--- config.mk ---
export PLATFORM = sky130hd
export DESIGN_NAME = cpu_prog_loader_flat
export DESIGN_NICKNAME = d
export VERILOG_FILES = /design/src/rtl/cpu_prog_loader_pkg.sv /design/src/rtl/cpu_prog_loader_if.sv /design/src/rtl/cpu_prog_loader_phase_timer.sv /design/src/rtl/cpu_prog_loader.sv /design/src/flat_wrapper.sv
export SDC_FILE = /design/constraint.sdc
export NUM_CORES = 1
export LEC_CHECK = 0
export ABC_CLOCK_PERIOD_IN_PS = 2900
export CAP_MARGIN = 10
export CORE_MARGIN = 4
export CORE_UTILIZATION = 48
export CTS_CLUSTER_SIZE = 8
export DETAILED_ROUTE_END_ITERATION = 10
export HOLD_SLACK_MARGIN = 0.03
export PLACE_DENSITY = 0.8
export SLEW_MARGIN = 20
export SYNTH_ARGS = -nofsm -noshare
export SYNTH_HDL_FRONTEND = slang
export SYNTH_HIERARCHICAL = 1
export SYNTH_SLANG_ARGS = --single-unit
--- constraint.sdc ---
create_clock -name clock -period 2.9 [get_ports clock]
set_input_delay 0.29 -clock clock [delete_from_list [all_inputs] [get_ports clock]]
set_output_delay 0.29 -clock clock [all_outputs]
set_load 0.02 [all_outputs]
--- src/rtl/cpu_prog_loader_pkg.sv ---
// Shared definitions for the CPU program loader: opcode default,
// FSM state encoding, terminate word and on/off levels.
package cpu_prog_loader_pkg;

  // Must equal the CPU's LD_INS opcode.
  localparam logic [3:0] LD_OPC_DEF = 4'hE;

  localparam logic ON  = 1'b1;
  localparam logic OFF = 1'b0;

  // Terminate word is all ones; sliced to the io_inst width at use.
  localparam logic [63:0] TERM_WORD = '1;

  typedef enum logic [2:0] {
    IDLE,
    ARM,
    SEL,
    DATA,
    TERM,
    REL,
    DONE
  } state_t;

endpackage

--- src/rtl/cpu_prog_loader_if.sv ---
// Program-source stream and CPU load bus seen by the loader.
// master: the loader side; slave: the source/CPU side.
interface cpu_prog_loader_if #(
  parameter int BIT_INST = 16,
  parameter int BIT_DATA = 16
);
  logic                src_valid;
  logic [BIT_DATA-1:0] src_data;
  logic                src_ready;
  logic                interrupt;
  logic [BIT_INST-1:0] io_inst;
  logic [BIT_DATA-1:0] io_din;

  modport master (
    input  src_valid, src_data,
    output src_ready, interrupt, io_inst, io_din
  );

  modport slave (
    output src_valid, src_data,
    input  src_ready, interrupt, io_inst, io_din
  );
endinterface

--- src/rtl/cpu_prog_loader_phase_timer.sv ---
// Loadable down-counter timing each bus phase. Loading sets HOLD-1 so
// that expired rises in the HOLD-th cycle after the load.
module phase_timer #(
  parameter int HOLD = 4
) (
  input  logic clock,
  input  logic reset,
  input  logic load,
  output logic expired
);
  localparam int CW = $clog2(HOLD + 1);
  localparam logic [CW-1:0] RELOAD = CW'(HOLD - 1);

  logic [CW-1:0] cnt;

  // Reload on phase entry, otherwise count down and rest at zero.
  always_ff @(posedge clock or negedge reset) begin
    if (!reset) begin
      cnt <= '0;
    end else if (load) begin
      cnt <= RELOAD;
    end else if (cnt != '0) begin
      cnt <= cnt - CW'(1);
    end
  end

  assign expired = (cnt == '0);
endmodule

--- src/rtl/cpu_prog_loader.sv ---
// Autonomous loader that writes a program into the CPU instruction
// store through the interrupt / io_inst / io_din load protocol.
module cpu_prog_loader
  import cpu_prog_loader_pkg::*;
#(
  parameter int BIT_INST              = 16,
  parameter int BIT_DATA              = 16,
  parameter int SZA_INS               = 16,
  parameter int OPC_W                 = 4,
  parameter logic [OPC_W-1:0] LD_OPC  = OPC_W'(LD_OPC_DEF),
  parameter int HOLD                  = 4,
  parameter int AFW                   = $clog2(SZA_INS)
) (
  input  logic             clock,
  input  logic             reset,
  input  logic             start,
  input  logic             abort,
  input  logic [AFW-1:0]   base_addr,
  input  logic [AFW:0]     word_cnt,
  cpu_prog_loader_if.master bus,
  output logic             busy,
  output logic             done,
  output logic             err,
  output logic [AFW:0]     loaded
);

  localparam logic [AFW+1:0] DEPTH = (AFW + 2)'(SZA_INS);

  state_t              state_q, state_d;
  logic [AFW-1:0]      addr_q, addr_d;
  logic [AFW:0]        cnt_q, cnt_d;
  logic [AFW:0]        loaded_q, loaded_d;
  logic                aborted_q, aborted_d;
  logic                interrupt_q, interrupt_d;
  logic                src_ready_q, src_ready_d;
  logic [BIT_INST-1:0] io_inst_q, io_inst_d;
  logic [BIT_DATA-1:0] io_din_q, io_din_d;
  logic                busy_q, busy_d;
  logic                done_q, done_d;
  logic                err_q, err_d;

  logic                expired;
  logic [AFW+1:0]      span;
  logic                range_ok;

  function automatic logic [BIT_INST-1:0] load_cmd(input logic [AFW-1:0] a);
    logic [BIT_INST-1:0] c;
    c = '0;
    c[BIT_INST-1 -: OPC_W]       = LD_OPC;
    c[BIT_INST-OPC_W-1 -: AFW]   = a;
    return c;
  endfunction

  assign span     = {2'b00, base_addr} + {1'b0, word_cnt};
  assign range_ok = (word_cnt != '0) && (span <= DEPTH);

  phase_timer #(.HOLD(HOLD)) u_timer (
    .clock   (clock),
    .reset   (reset),
    .load    (state_d != state_q),
    .expired (expired)
  );

  // State and registered outputs.
  always_ff @(posedge clock or negedge reset) begin
    if (!reset) begin
      state_q     <= IDLE;
      addr_q      <= '0;
      cnt_q       <= '0;
      loaded_q    <= '0;
      aborted_q   <= OFF;
      interrupt_q <= OFF;
      src_ready_q <= OFF;
      io_inst_q   <= '0;
      io_din_q    <= '0;
      busy_q      <= OFF;
      done_q      <= OFF;
      err_q       <= OFF;
    end else begin
      state_q     <= state_d;
      addr_q      <= addr_d;
      cnt_q       <= cnt_d;
      loaded_q    <= loaded_d;
      aborted_q   <= aborted_d;
      interrupt_q <= interrupt_d;
      src_ready_q <= src_ready_d;
      io_inst_q   <= io_inst_d;
      io_din_q    <= io_din_d;
      busy_q      <= busy_d;
      done_q      <= done_d;
      err_q       <= err_d;
    end
  end

  // Next state and next output values; abort is only looked at when the
  // current phase timer has expired.
  always_comb begin
    state_d     = state_q;
    addr_d      = addr_q;
    cnt_d       = cnt_q;
    loaded_d    = loaded_q;
    aborted_d   = aborted_q;
    interrupt_d = interrupt_q;
    src_ready_d = OFF;
    io_inst_d   = io_inst_q;
    io_din_d    = io_din_q;
    busy_d      = busy_q;
    done_d      = OFF;
    err_d       = OFF;

    case (state_q)
      IDLE: begin
        if (start) begin
          if (!range_ok) begin
            err_d = ON;
          end else begin
            addr_d      = base_addr;
            cnt_d       = word_cnt;
            loaded_d    = '0;
            aborted_d   = OFF;
            busy_d      = ON;
            interrupt_d = ON;
            io_inst_d   = '0;
            io_din_d    = '0;
            state_d     = ARM;
          end
        end
      end

      ARM: begin
        if (expired) begin
          if (abort) begin
            aborted_d = ON;
            io_inst_d = TERM_WORD[BIT_INST-1:0];
            state_d   = TERM;
          end else begin
            io_inst_d = load_cmd(addr_q);
            state_d   = SEL;
          end
        end
      end

      // The word is sampled on the edge where src_valid is seen; the
      // registered src_ready then marks that same word as consumed in the
      // following cycle, while the source is still holding it.
      SEL: begin
        if (expired) begin
          if (abort) begin
            aborted_d = ON;
            io_inst_d = TERM_WORD[BIT_INST-1:0];
            state_d   = TERM;
          end else if (bus.src_valid) begin
            src_ready_d = ON;
            io_din_d    = bus.src_data;
            state_d     = DATA;
          end
        end
      end

      DATA: begin
        if (expired) begin
          loaded_d = loaded_q + (AFW + 1)'(1);
          if (abort || (loaded_d == cnt_q)) begin
            aborted_d = aborted_q | abort;
            io_inst_d = TERM_WORD[BIT_INST-1:0];
            state_d   = TERM;
          end else begin
            addr_d    = addr_q + AFW'(1);
            io_inst_d = load_cmd(addr_d);
            state_d   = SEL;
          end
        end
      end

      TERM: begin
        if (expired) begin
          interrupt_d = OFF;
          io_inst_d   = '0;
          io_din_d    = '0;
          state_d     = REL;
        end
      end

      REL: begin
        if (expired) begin
          if (aborted_q) begin
            err_d = ON;
          end else begin
            done_d = ON;
          end
          state_d = DONE;
        end
      end

      DONE: begin
        busy_d  = OFF;
        state_d = IDLE;
      end

      default: begin
        state_d = IDLE;
      end
    endcase
  end

  assign bus.interrupt = interrupt_q;
  assign bus.src_ready = src_ready_q;
  assign bus.io_inst   = io_inst_q;
  assign bus.io_din    = io_din_q;
  assign busy          = busy_q;
  assign done          = done_q;
  assign err           = err_q;
  assign loaded        = loaded_q;

endmodule

--- src/flat_wrapper.sv ---
// flat-port wrapper written by rule: the top's interface ports become plain ports
module cpu_prog_loader_flat import cpu_prog_loader_pkg::*;
#(
  parameter int BIT_INST              = 16,
  parameter int BIT_DATA              = 16,
  parameter int SZA_INS               = 16,
  parameter int OPC_W                 = 4,
  parameter logic [OPC_W-1:0] LD_OPC  = OPC_W'(LD_OPC_DEF),
  parameter int HOLD                  = 4,
  parameter int AFW                   = $clog2(SZA_INS)
)
  (clock, reset, start, abort, base_addr, word_cnt, busy, done, err, loaded, bus_src_valid, bus_src_data, bus_src_ready, bus_interrupt, bus_io_inst, bus_io_din);
  cpu_prog_loader_if #(.BIT_INST(BIT_INST), .BIT_DATA(BIT_DATA)) bus_i ();
  input  logic clock;
  input  logic reset;
  input  logic start;
  input  logic abort;
  input  logic [AFW-1:0] base_addr;
  input  logic [AFW:0] word_cnt;
  output logic busy;
  output logic done;
  output logic err;
  output logic [AFW:0] loaded;
  input wire logic [$bits(bus_i.src_valid)-1:0] bus_src_valid;
  input wire logic [$bits(bus_i.src_data)-1:0] bus_src_data;
  output wire logic [$bits(bus_i.src_ready)-1:0] bus_src_ready;
  output wire logic [$bits(bus_i.interrupt)-1:0] bus_interrupt;
  output wire logic [$bits(bus_i.io_inst)-1:0] bus_io_inst;
  output wire logic [$bits(bus_i.io_din)-1:0] bus_io_din;
  assign bus_i.src_valid = bus_src_valid;
  assign bus_i.src_data = bus_src_data;
  assign bus_src_ready = bus_i.src_ready;
  assign bus_interrupt = bus_i.interrupt;
  assign bus_io_inst = bus_i.io_inst;
  assign bus_io_din = bus_i.io_din;
  cpu_prog_loader #(.BIT_INST(BIT_INST), .BIT_DATA(BIT_DATA), .SZA_INS(SZA_INS), .OPC_W(OPC_W), .LD_OPC(LD_OPC), .HOLD(HOLD), .AFW(AFW)) u_core (.clock(clock), .reset(reset), .start(start), .abort(abort), .base_addr(base_addr), .word_cnt(word_cnt), .bus(bus_i), .busy(busy), .done(done), .err(err), .loaded(loaded));
endmodule
* Word-level counts from Yosys, hierarchy flattened
Index checks and enable logic that the tools add are counted.
** Word-level totals
- Memory bits (writable) :: 0
- Bits in latches :: 0
- Register bits after elaboration :: 58
- Input port bits :: 30
- Output and inout bits :: 42
- Logic and storage cells :: 123
- Memories kept :: 0
- ROM bits :: 0
** Cells by class
- $add $sub $neg :: 4
- $lt $le $gt $ge :: 1
- Shift operators :: 0
- Equal/unequal tests :: 21
- Reductions and logical operators :: 22
- Muxes and demuxes :: 61
- Div/mod/pow operators :: 0
- Bitwise operators :: 1
- Multipliers :: 0
** Operators by type and width (count)
- $mux W16 :: 10
- $pmux W16 S5 :: 1
- $pmux W16 S3 :: 1
- $mux W3 :: 13
- $mux W13 :: 2
- $mux W1 :: 20
- $pmux W3 S6 :: 1
- $mux W4 :: 4
- $ne A2 B1 Y1 const B :: 8
- $mux W5 :: 3
- $reduce_and A7 Y1 :: 2
- $ne A2 B2 Y1 const B :: 5
- $pmux W5 S2 :: 1
- $reduce_bool A5 Y1 :: 2
- $eq A3 B3 Y1 const B :: 3
- $reduce_bool A3 Y1 :: 3
- $pmux W4 S2 :: 1
- $reduce_and A4 Y1 :: 2
- $reduce_and A8 Y1 :: 1
- $reduce_bool A2 Y1 :: 4
- $add A4 B5 Y6 :: 1
- $eq A3 B2 Y1 const B :: 2
- $le A6 B5 Y1 const B :: 1
- $logic_not A3 Y1 :: 2
- other kinds (14) :: 17

* Logic depth before layout (Yosys ltp)
- Depth after elaboration :: 8
- Gate-level depth with buffers :: 14
- Depth with buffers taken out :: 11

* Cells and area by module
The synthesis kept the hierarchy.
** Modules (own cells, without submodules)
- cpu_prog_loader :: area an instance 2426.1 µm², cells an instance 236, sequential area each 1126.1 µm², instances 1
- phase_timer :: area an instance 181.4 µm², cells an instance 17, sequential area each 75.1 µm², instances 1

* Worst setup path before layout
Ideal clock, no wire load.
- Kind :: input to register
- Start :: input port base_addr[0]
- End :: register u_core.u_timer.cnt[0]
- Path buffers :: 2
- Stages on the path :: 12
- Required time :: 2821 ps
- Setup slack :: 303 ps
- Data arrival time :: 2518 ps
- Library setup time :: 79 ps
- Cells stage by stage :: ha_1 > fa_1 > xor2_1 > a2111o_1 > a21oi_4 > nand3_4 > a21o_1 > buf_6 > buf_6 > nand3_1 > nor2b_1 > mux2i_1
** Between the ends
- Cells in the longest elaborated chain, start to end :: 8
- Elaborated cells between the ends (all ways) :: 9
- Those cells by class :: add/sub (1); order compare (1); eq/ne (1); mux (4); reduce/logical (2)
** RTL lines
- from (decl) :: line flat_wrapper.sv:18 : input logic [AFW-1:0] base_addr;
- $add A4 B5 Y6 * :: line cpu_prog_loader.sv:54 : assign span = {2'b00, base_addr} + {1'b0, word_cnt};
- $le A6 B5 Y1 * :: line cpu_prog_loader.sv:55 : assign range_ok = (word_cnt != '0) && (span <= DEPTH);
- $logic_and A1 B1 Y1 * :: line cpu_prog_loader.sv:55
- $mux W3 * :: line cpu_prog_loader.sv:114 : if (!range_ok) begin
- $mux W3 * :: line cpu_prog_loader.sv:113 : if (start) begin
- $pmux W3 S6 * :: line cpu_prog_loader.sv:111 : case (state_q)
- $ne A3 B3 Y1 * :: line cpu_prog_loader.sv:60 : .load (state_d != state_q),
- $mux W3 or $reduce_bool A2 Y1 (tied branches)
- to (signal assigned) :: line cpu_prog_loader_phase_timer.sv:23 : cnt <= cnt - CW'(1);
- to (decl) :: line cpu_prog_loader_phase_timer.sv:14 : logic [CW-1:0] cnt;
Mark *: on every way between the ends. The rest lies on a longest branch, timed or not.
A chain may end at the register's enable or synchronous reset.

* Final worst setup path
- Start :: input port word_cnt[0]
- End :: register u_core.u_timer.cnt[0]
** Between the ends
- Cells in the longest elaborated chain, start to end :: 8
- Elaborated cells between the ends (all ways) :: 10
- Those cells by class :: add/sub (1); order compare (1); eq/ne (1); mux (4); reduce/logical (3)
** RTL lines
- from (decl) :: line flat_wrapper.sv:19 : input logic [AFW:0] word_cnt;
- $add A4 B5 Y6 :: line cpu_prog_loader.sv:54
- $le A6 B5 Y1 :: line cpu_prog_loader.sv:55
- $logic_and A1 B1 Y1 * :: line cpu_prog_loader.sv:55
- $mux W3 * :: line cpu_prog_loader.sv:114
- $mux W3 * :: line cpu_prog_loader.sv:113
- $pmux W3 S6 * :: line cpu_prog_loader.sv:111
- $ne A3 B3 Y1 * :: line cpu_prog_loader.sv:60
- $mux W3 or $reduce_bool A2 Y1 (tied branches)
Marked as above.

==> flow_summary.ini <==
[yosys]
synth_most_common_cell = dfrtp_1
synth.top_cell.area_share = 0.4607
seq_area_frac_synth = 0.4607
syn_area_um2 = 2608
synth_area_leader_cell = dfrtp_1
synth-edff-count = 0
ys_warn_count = 6
synth_seq_cells = 48
yosysUniqueCellTypes = 50
ys_async_sr_fraction = 1.000
synth_ff_type = dfrtp_1
avgSynthCellArea_um2 = 10.31
synth_commonest_cells = dfrtp_1, nand2_1, a22o_1
ys_top_cells_by_area = dfrtp_1, a22o_1, ha_1
synthCells = 253
synth_fp_nets = 292

[cts]
tritoncts.num_buffers = 5
clkLatencyLatePin_ps = 310
cts_max_level = 2
cts_tree = built
postCtsResizedCells = 0
root_buffer = clkbuf_8
clk_pin_slew_ps = 90
postCtsHoldBufs = 0
clock-sinks = 48
post_cts_buffers = 0
cts_buffer_depth = 2

[layout]
area_growth_pct = 34.84
final_core_util = 0.6797
layout-drive-gt1-share = 0.1138
layout.nets = 363
antenna_cells = 0
fillers = 405

[drt]
drc_errors = 0
vias = 2139
dr.pass1.iters = 4
wl_um = 6060
ant_nets = 0
post_drt_wl_per_cell_um = 15.34
vias_per_cell = 5.415
drt_iter0_markers = 164

[critical_path]
cpPeakStageDelay_ps = 470
reg2reg_depth = 11
r2r-end = u_core/u_timer/cnt[0]
end_kind = flop
rr_startpoint = u_core/u_timer/cnt[0]
critPathKind = input port to flop
r2r_slack_ps = 540
critPathCapture = u_core/u_timer/cnt[0]
critPathArrivalTime_ps = 2920
crit_chain = clkdlybuf4s50_1 -> ha_1 -> fa_1 -> xor2_1 -> a2111o_1 -> a21oi_4 -> nand3_4 -> a21o_1 -> nand3_1 -> nor2b_1 -> mux2i_1
cp-startpoint = word_cnt[0]
path_max_fanout = 5
worstPathRequired_ps = 3140
critPathLaunchType = input port
slowest_stage = clkdlybuf4s50_1

[place]
hpwl_um = 4430
place_congestion = 0.8722
portBuffers = 71

[sta]
max_freq_ghz = 0.3733
setup-tns-final_ps = 0
hold_violations = 32
holdWs_ps = -20.41
worst_pin_slew_ps = 634.6
slew_viol_final = 0
setup_viol = 0
clock-skew-final_ps = 6.377
min_period_ps = 2679
slew_headroom = 0.5769
rsz0062_at_grt = false
fin_crit_sh = 0.9237

[floorplanning]
die_area_um2 = 6676
ioPinCount = 72
die_x_um = 81.71
die_y_um = 81.71
core_um2 = 5172
rows = 26
initial_core_util = 0.5041

[run_status]
status = complete, but fails checks
violations = hold timing

[grt]
grt_pass1_vias = 2188
gr-total-overflow = 0
track_usage = 0.1993
grt_pass1_wl_um = 10240
antenna_found_initial = 0
grt_max_degree = 49

[min_path]
hp-class = input port to asynchronous set/reset pin

[power]
leakage_uw = 0.001573
p_per_area_nw_per_um2 = 844.5
vdd_ir_drop_max_mv = 0.5436
p_total_uw = 2969

[run]
max_cap_violations = 0
==> critical path: cells and delay by family <==
| kind | cells | cell delay (ps) |
|---|---|---|
| buffers and inverters | 1 | 470 |
| xor gates and xnor gates | 1 | 160 |
| muxes | 1 | 120 |
| adders and majority gates | 2 | 650 |
| and+or+nand+nor | 3 | 420 |
| AOI/OAI and AO/OA | 3 | 820 |
==> per-layer routing <==
metal  global-route usage  share of wire
met1               0.2756           0.44
met2               0.3217           0.49
met3              0.02632          0.049
met4              0.07309          0.016
met5                    0              0
==> cells in the final DEF, fill, tap and decap left out, drive strengths merged, types with 5 or more instances in the layout <==
cell,instances
xnor2,5
o21ai,7
a22o,16
nand3,16
mux2,6
clkdlybuf4s50,70
a21oi,15
inv,5
nor2,13
nor2b,7
dfrtp,48
mux2i,5
clkbuf,5
buf,18
a21o,11
ha,8
nand2,22
==> flip-flops by register name, indices dropped and copies added, names as in the netlist <==
| name | cells |
|---|---|
| u_core/err | 1 |
| u_core/u_timer/cnt | 3 |
| u_core/done | 1 |
| u_core/busy | 1 |
| u_core/bus.io_inst | 6 |
| u_core/loaded | 5 |
| u_core/aborted_q | 1 |
| u_core/bus.src_ready | 1 |
| u_core/state_q | 3 |
| u_core/addr_q | 4 |
| u_core/cnt_q | 5 |
| u_core/bus.io_din | 16 |
| u_core/bus.interrupt | 1 |
==> cell type report <==
cell class / count / area, um2 / area share
clock inverters: 3 / 46.29 / 0.01317
multi-input cells: 177 / 1249 / 0.3552
flip-flops and latches: 48 / 1201 / 0.3416
repair buffers: 88 / 848.3 / 0.2413
inverters: 4 / 15.01 / 0.004270
well taps: 70 / 87.58 / 0.02491
clock buffers: 5 / 68.82 / 0.01957
==> power breakdown <==
| group | internal, uW | switching, uW | leakage (uW) |
|---|---|---|---|
| clock network | 260 | 240 | 0.0000548 |
| registers | 853 | 202 | 0.000615 |
| logic | 706 | 709 | 0.000903 |
==> metrics by stage <==
step	area, um2	worst slack (ps)	cells
global route	3516	83.69	395
CTS	3513	217.1	395
floorplan	2608	302.7	253
finish	3516	221.2	395
global placement	3398	-27.10	387
detailed placement	3398	-89.79	387
==> cell families after synthesis <==
family,synth area share
flip-flops,0.4607
AND/OR/NAND/NOR,0.1560
adder cells (fa/ha/maj),0.04607
buffers and inverters,0.06046
XOR/XNOR,0.03934
AO/OA/AOI/OAI,0.1924
multiplexers,0.04510
==> how the worst min path moves through the flow <==
| stage | slack, ps | startpoint | end |
|---|---|---|---|
| floorplan | -6 | reset | u_core/aborted_q |
| global placement | 460 | u_core/aborted_q | u_core/done |
| detailed placement | 470 | u_core/bus.io_inst[11] | u_core/bus.io_inst[11] |
| CTS | 200 | reset | u_core/cnt_q[3] |
| global route | 30 | reset | u_core/loaded[0] |
| finish | -20 | reset | u_core/cnt_q[3] |
Note: power is estimated with default switching activity, not from simulation.
